**src/rtl/vend_txn_if.sv**
```systemverilog
// Vending transaction bus: coin acceptor events, actuator handshakes, status.
// master = transaction controller, slave = acceptor/actuator side.
interface vend_txn_if #(
  parameter int CREDIT_W = 6
);
  logic                coin_valid;
  logic                coin_type;
  logic                cancel;
  logic                disp_req;
  logic                disp_ack;
  logic                chg_req;
  logic                chg_ack;
  logic [CREDIT_W-1:0] credit;
  logic                busy;
  logic                coin_reject;
  logic                vend_done;

  modport master (
    input  coin_valid, coin_type, cancel,
    input  disp_ack, chg_ack,
    output disp_req, chg_req, credit,
    output busy, coin_reject, vend_done
  );

  modport slave (
    output coin_valid, coin_type, cancel,
    output disp_ack, chg_ack,
    input  disp_req, chg_req, credit,
    input  busy, coin_reject, vend_done
  );
endinterface

```
**src/rtl/vend_txn_ctrl.sv**
```systemverilog
// Vending transaction controller: credit accumulation, dispense, change.
// One transaction at a time; coins offered while busy are rejected.
module vend_txn_ctrl #(
  parameter int PRICE    = 15,
  parameter int CREDIT_W = 6,
  parameter int TIMEOUT  = 1000,
  parameter int TMO_W    = 10
) (
  input  logic clock,
  input  logic rst,
  vend_txn_if.master bus
);
  localparam logic [1:0] IDLE     = 2'd0;
  localparam logic [1:0] COLLECT  = 2'd1;
  localparam logic [1:0] DISPENSE = 2'd2;
  localparam logic [1:0] CHANGE   = 2'd3;

  localparam logic [CREDIT_W-1:0] PRICE_C = CREDIT_W'(PRICE);
  localparam logic [CREDIT_W-1:0] FIVE    = CREDIT_W'(5);
  localparam logic [CREDIT_W-1:0] TEN     = CREDIT_W'(10);
  localparam logic [TMO_W-1:0]    TMO_END = TMO_W'(TIMEOUT - 1);

  logic [1:0]          state;
  logic [CREDIT_W-1:0] credit;
  logic [TMO_W-1:0]    tmo;
  logic                disp_req;
  logic                chg_req;
  logic                busy;
  logic                coin_reject;
  logic                vend_done;

  logic [CREDIT_W-1:0] v;
  logic [CREDIT_W-1:0] nc;
  logic                quit;

  assign v  = bus.coin_type ? TEN : FIVE;
  assign nc = bus.coin_valid ? credit + v : credit;

  // Explicit cancel wins; an idle timeout acts as cancel only with no coin.
  assign quit = bus.cancel ||
                (!bus.coin_valid && tmo == TMO_END);

  always_ff @(posedge clock or posedge rst) begin
    if (rst) begin
      state       <= IDLE;
      credit      <= '0;
      tmo         <= '0;
      disp_req    <= 1'b0;
      chg_req     <= 1'b0;
      busy        <= 1'b0;
      coin_reject <= 1'b0;
      vend_done   <= 1'b0;
    end else begin
      coin_reject <= 1'b0;
      vend_done   <= 1'b0;
      case (state)
        IDLE: begin
          if (bus.coin_valid) begin
            credit <= v;
            tmo    <= '0;
            state  <= COLLECT;
          end
        end
        COLLECT: begin
          if (quit) begin
            coin_reject <= bus.coin_valid;
            if (credit != '0) begin
              state   <= CHANGE;
              chg_req <= 1'b1;
              busy    <= 1'b1;
            end else begin
              state <= IDLE;
            end
          end else if (bus.coin_valid) begin
            if (nc >= PRICE_C) begin
              credit   <= nc - PRICE_C;
              state    <= DISPENSE;
              disp_req <= 1'b1;
              busy     <= 1'b1;
            end else begin
              credit <= nc;
              tmo    <= '0;
            end
          end else begin
            tmo <= tmo + 1'b1;
          end
        end
        DISPENSE: begin
          coin_reject <= bus.coin_valid;
          if (bus.disp_ack) begin
            disp_req  <= 1'b0;
            vend_done <= 1'b1;
            if (credit != '0) begin
              state   <= CHANGE;
              chg_req <= 1'b1;
            end else begin
              state <= IDLE;
              busy  <= 1'b0;
            end
          end
        end
        CHANGE: begin
          coin_reject <= bus.coin_valid;
          if (bus.chg_ack) begin
            credit <= credit - FIVE;
            if (credit == FIVE) begin
              chg_req <= 1'b0;
              busy    <= 1'b0;
              state   <= IDLE;
            end
          end
        end
        default: state <= IDLE;
      endcase
    end
  end

  assign bus.disp_req    = disp_req;
  assign bus.chg_req     = chg_req;
  assign bus.credit      = credit;
  assign bus.busy        = busy;
  assign bus.coin_reject = coin_reject;
  assign bus.vend_done   = vend_done;
endmodule

```
**src/flat_wrapper.sv**
```systemverilog
// flat-port wrapper written by rule: the top's interface ports become plain ports
module vend_txn_ctrl_flat 
#(
  parameter int PRICE    = 15,
  parameter int CREDIT_W = 6,
  parameter int TIMEOUT  = 1000,
  parameter int TMO_W    = 10
)
  (clock, rst, bus_coin_valid, bus_coin_type, bus_cancel, bus_disp_ack, bus_chg_ack, bus_disp_req, bus_chg_req, bus_credit, bus_busy, bus_coin_reject, bus_vend_done);
  vend_txn_if #(.CREDIT_W(CREDIT_W)) bus_i ();
  input  logic clock;
  input  logic rst;
  input wire logic [$bits(bus_i.coin_valid)-1:0] bus_coin_valid;
  input wire logic [$bits(bus_i.coin_type)-1:0] bus_coin_type;
  input wire logic [$bits(bus_i.cancel)-1:0] bus_cancel;
  input wire logic [$bits(bus_i.disp_ack)-1:0] bus_disp_ack;
  input wire logic [$bits(bus_i.chg_ack)-1:0] bus_chg_ack;
  output wire logic [$bits(bus_i.disp_req)-1:0] bus_disp_req;
  output wire logic [$bits(bus_i.chg_req)-1:0] bus_chg_req;
  output wire logic [$bits(bus_i.credit)-1:0] bus_credit;
  output wire logic [$bits(bus_i.busy)-1:0] bus_busy;
  output wire logic [$bits(bus_i.coin_reject)-1:0] bus_coin_reject;
  output wire logic [$bits(bus_i.vend_done)-1:0] bus_vend_done;
  assign bus_i.coin_valid = bus_coin_valid;
  assign bus_i.coin_type = bus_coin_type;
  assign bus_i.cancel = bus_cancel;
  assign bus_i.disp_ack = bus_disp_ack;
  assign bus_i.chg_ack = bus_chg_ack;
  assign bus_disp_req = bus_i.disp_req;
  assign bus_chg_req = bus_i.chg_req;
  assign bus_credit = bus_i.credit;
  assign bus_busy = bus_i.busy;
  assign bus_coin_reject = bus_i.coin_reject;
  assign bus_vend_done = bus_i.vend_done;
  vend_txn_ctrl #(.PRICE(PRICE), .CREDIT_W(CREDIT_W), .TIMEOUT(TIMEOUT), .TMO_W(TMO_W)) u_core (.clock(clock), .rst(rst), .bus(bus_i));
endmodule
```
**config.mk**
```make
export PLATFORM = sky130hd
export DESIGN_NAME = vend_txn_ctrl_flat
export DESIGN_NICKNAME = d
export VERILOG_FILES = /design/src/rtl/vend_txn_if.sv /design/src/rtl/vend_txn_ctrl.sv /design/src/flat_wrapper.sv
export SDC_FILE = /design/constraint.sdc
export NUM_CORES = 1
export LEC_CHECK = 0
export BUFFER_PORTS_ARGS = -buffer_cell sky130_fd_sc_hd__buf_2
export CORE_MARGIN = 2
export CORE_UTILIZATION = 32
export CTS_BUF_LIST = sky130_fd_sc_hd__clkbuf_4 sky130_fd_sc_hd__clkbuf_8
export CTS_CLUSTER_SIZE = 8
export DETAILED_ROUTE_END_ITERATION = 8
export GPL_ROUTABILITY_DRIVEN = 0
export SYNTH_ARGS = -nofsm -noshare
export SYNTH_HDL_FRONTEND = slang
export SYNTH_SLANG_ARGS = --single-unit
```
**constraint.sdc**
```tcl
create_clock -name clock -period 6.28 [get_ports clock]
set_input_delay 0.628 -clock clock [delete_from_list [all_inputs] [get_ports clock]]
set_output_delay 0.628 -clock clock [all_outputs]
set_load 0.005 [all_outputs]
```
==> summary.md <==
The family of cells with the greatest summed delay on the critical path was simple AND/OR/NAND/NOR gates. The run gives 0 as the final antenna diode count. No sink is reached through more buffers than the 2 on the longest clock path. The worst setup path is launched from an input port. For this design, the CTS-stage hold fixing added 0 buffers. Proportion of netlist area held by the largest area contributor: 31.6%.

The number of failing setup endpoints in the final timing report is 0, and the data arrival time of the critical path is 3280 ps. The first detailed-routing pass took 4 iterations. The worst hold path belongs to the class reg2reg. The count of pins on the block boundary is 18, and the flop-to-flop setup slack is 3260 ps. Of the synthesized area, sequential elements account for 31.6%. After synthesis the netlist holds a flip-flop and latch count of 23.

Gates resized during post-CTS repair numbered 0. The final-report max-slew violation count was 0. The worst setup path is of the in2reg kind.

For the static leakage, the log shows 0.846 nW. Clock-pin slew was measured on the worst setup and hold paths at 80 ps. Hold path startpoint: u_core.tmo[9]. The layout overhead on the synthesized area came out at 11.0%. STA classifies the critical path endpoint as a flop. Measured against its own limit, the worst slew margin works out to 40.7%. The core occupancy in the finished layout is 36.8%, and the placement-stage cell area is 1980 um^2.

Cell with the largest stage delay on the worst path: sky130_fd_sc_hd__or4b_1. The final layout contains routed wiring with a total length of 4.45 mm. The critical path contains buffers and inverters numbering 2 combined. The run gives 6440 ps as the required time of the critical path.

Summed over all failing endpoints, the final setup total negative slack is 0 ps. The detailed-route wire length per cell came out at 14.5 um. The worst-case hold slack is 497 ps, and the first-pass GRT wire length is 7.67 mm. The power density over the cells is 421 nW/um^2, and the via count of the first global-routing pass is 1521.

Once the clock tree was built, the setup fixing pass inserted 0 buffers. The number of cells on the worst reg-to-reg path is 8. The chip width was 79.5 um; the xor/xnor cell area share of the yosys netlist was 3.84%.

After detailed routing, the number of remaining DRC violations is 0. The total number of clock tree sinks is 23. The die boundary height came out at 79.5 um. The tools report the end of the worst hold path as u_core.tmo[9].

The tools report the starting utilization of the core area as 33.1%. The final layout contains 252 nets. The highest cell delay on the worst timing path is 510 ps, and the maximum ir drop on the vdd rail is 175 uV. The flow ran to the end, and the final reports show no timing, DRC or antenna violations. The run gives 51 as the distinct cell type count after synthesis. The fraction of layout instances using a drive strength above 1 came out at 12.3%.

The filler cells instantiated in the layout total 570. The storage element area is 576 um^2, and the net count of the mapped netlist is 236. The signal on the critical path passes through buf_2 -> inv_1 -> ha_1 -> fa_1 -> a211oi_1 -> nor4b_1 -> mux2i_1 -> a21boi_4 -> or4b_1 -> and3_1. The cell depth of the worst hold path is 1.

Maximum net fanout on the critical path: 10. The clock reaches the later pin of the worst-skew pair after 270 ps. The area of the core region was 5510 um^2. By area, the combinational part of the netlist is dominated by compound AO/OA/AOI/OAI gates.

For this run the aggregate overflow at the end of global routing stands at 0. The tree is rooted in a sky130_fd_sc_hd__clkbuf_8. For this run, the number of Yosys warnings is 0. The most frequently used cell type in the post-synthesis netlist was sky130_fd_sc_hd__nand2_1. Summing the areas of all and, or, nand and nor instances in the mapped netlist gives 23.5% of the synthesized area.

The instance count of the mapped netlist came out at 220. The clock period minus worst slack was 3120 ps; the average cell area after synthesis was 8.29 um^2. The run gives 321 MHz as the highest clock rate.

The detailed router finished its first iteration with 70 violations. After routing the design area is 2030 um^2. Detailed placement finished with a half-perimeter wire length of 3.37 mm. The hold violation total from the final report is 0. Across the routed clock network, the largest skew measured is 2.28 ps. The worst register-to-register path begins at u_core.bus.credit[0].

The tool flagged a number of max-cap violations equal to 0. Of the total synthesized cell area, the portion taken by full adders, half adders and majority gates is 6.58%. Of all flip-flops after synthesis, the portion carrying an async set or reset was 100%. After layout, the worst path uses 49.6% of the clock period. Yosys attributes the largest share of cell area to sky130_fd_sc_hd__dfrtp_1, sky130_fd_sc_hd__nand2_1, sky130_fd_sc_hd__ha_1.

TritonCTS built the clock tree. Multiplexer cells account for 2.81% of the synthesized area. Ranked by instance count, the synthesized netlist is headed by sky130_fd_sc_hd__nand2_1, sky130_fd_sc_hd__dfrtp_1, sky130_fd_sc_hd__nor2_1.

Total power for the finished layout comes to 854 uW. For the initial antenna violation count, the log shows 0. The tools report the destination of the worst register-to-register timing path as u_core.bus.credit[3]. For the depth of the CTS H-tree, the log shows 1. Number of enable flip-flop cells after synthesis: 0.

The largest total area in the synthesized netlist belongs to sky130_fd_sc_hd__dfrtp_1. The tools report the die outline area as 6320 um^2. At the pin with the least slew margin, the transition time is 889 ps.

The run gives 3 as the number of buffers created by CTS. In the synthesized netlist the dominant register cell turns out to be sky130_fd_sc_hd__dfrtp_1. In this run the tool buffered the top-level ports with 17 buffer cells.

In this run the cell area of the synthesized design comes to 1820 um^2. For the overall routing resource usage, the log shows 15.2%. The total number of vias is 1646.

In this run the core area contains 27 standard-cell rows. The post-detailed-route via-to-cell ratio is 5.36. Footprint of the multi-input gates: 1180 um^2. Summing the areas of all compound-gate instances in the mapped netlist gives 28.1% of the synthesized area. Entering global routing, the biggest net connects 24 pins. Setup repair after global routing left no endpoint under its margin. Remaining number of nets flagged by the antenna check after routing: 0.
-- area by class of cell --
class | count | share of cell area [%]
Clock buffer | 3 | 2.04
Timing Repair Buffer | 18 | 4.57
Sequential cell | 23 | 28.4
Inverter | 10 | 1.85
Clock inverter | 1 | 0.247
Multi-Input combinational cell | 180 | 58.4
Tap cell | 72 | 4.45
-- registers in the layout, summed over array words and instances, names as in the netlist --
| register | flops |
|---|---|
| u_core.bus.credit | 6 |
| u_core.bus.vend_done | 1 |
| u_core.bus.disp_req | 1 |
| u_core.state | 2 |
| u_core.tmo | 10 |
| u_core.bus.coin_reject | 1 |
| u_core.bus.busy | 1 |
| u_core.bus.chg_req | 1 |
-- power by group --
| part | internal, mW | switching (mW) |
|---|---|---|
| logic | 0.217 | 0.260 |
| registers | 0.198 | 0.0859 |
| clock network | 0.0443 | 0.0483 |
-- worst max-delay path by stage --
stage / startpoint / endpoint / slack (ps) / cells past startpoint
finish: bus_coin_type / u_core.bus.credit[3] / 3160 / 10
global route: bus_coin_type / u_core.bus.credit[3] / 3040 / 10
CTS: bus_coin_type / u_core.bus.credit[3] / 3170 / 10
detailed placement: bus_coin_type / u_core.bus.credit[3] / 2890 / 10
global placement: bus_coin_type / u_core.bus.credit[3] / 2980 / 10
floorplan: bus_coin_type / u_core.bus.credit[3] / 3290 / 9
-- cells by family (layout without fill, tap and decap cells) --
group / Yosys count / after routing
flops: 23 / 23
fa+ha+maj: 9 / 9
compound gates: 72 / 72
simple gates: 86 / 86
xor+xnor: 8 / 8
buf+inv: 17 / 32
mux: 5 / 5
-- cell usage in the layout, fill, tap and decap left out, types with 2 or more instances in the layout --
cell type                  synthesis  routed
sky130_fd_sc_hd__nand2_1          27      27
sky130_fd_sc_hd__dfrtp_1          23      23
sky130_fd_sc_hd__nor2_1           19      19
sky130_fd_sc_hd__buf_2             1      17
sky130_fd_sc_hd__o21ai_0          14      14
sky130_fd_sc_hd__a21oi_1          11      11
sky130_fd_sc_hd__o211ai_1         11      11
sky130_fd_sc_hd__inv_1             9       9
sky130_fd_sc_hd__nor3_1            8       8
sky130_fd_sc_hd__xnor2_1           8       8
sky130_fd_sc_hd__ha_1              8       8
sky130_fd_sc_hd__o21ai_1           6       6
sky130_fd_sc_hd__nand3_1           6       6
sky130_fd_sc_hd__a21o_1            6       6
sky130_fd_sc_hd__mux2i_1           4       4
sky130_fd_sc_hd__a31oi_1           4       4
sky130_fd_sc_hd__nand2b_1          3       3
sky130_fd_sc_hd__o21a_1            3       3
sky130_fd_sc_hd__nand3b_1          3       3
sky130_fd_sc_hd__nand4_1           3       3
sky130_fd_sc_hd__nor3b_1           3       3
sky130_fd_sc_hd__clkbuf_8          0       3
sky130_fd_sc_hd__and2_1            2       2
sky130_fd_sc_hd__or2_0             2       2
sky130_fd_sc_hd__o22a_1            2       2
sky130_fd_sc_hd__or4b_1            2       2
sky130_fd_sc_hd__o221ai_1          2       2
-- per-layer routing --
metal / global-route usage [%] / vias to the layer above / part of all wire, %
met4: 3.28 / 0 / 0.34
met5: 0 / - / 0
li1: - / 845 / -
met2: 23.3 / 24 / 47
met1: 22.0 / 775 / 49
met3: 3.05 / 2 / 3.2
-- through the flow --
step | cells | setup slack, ps
4_1_cts | 307 | 3170
2_1_floorplan | 220 | 3290
6_report | 307 | 3160
3_3_place_gp | 303 | 2980
5_1_grt | 307 | 3040
3_5_place_dp | 303 | 2890
No activity file was read; power rests on OpenSTA's default activity.
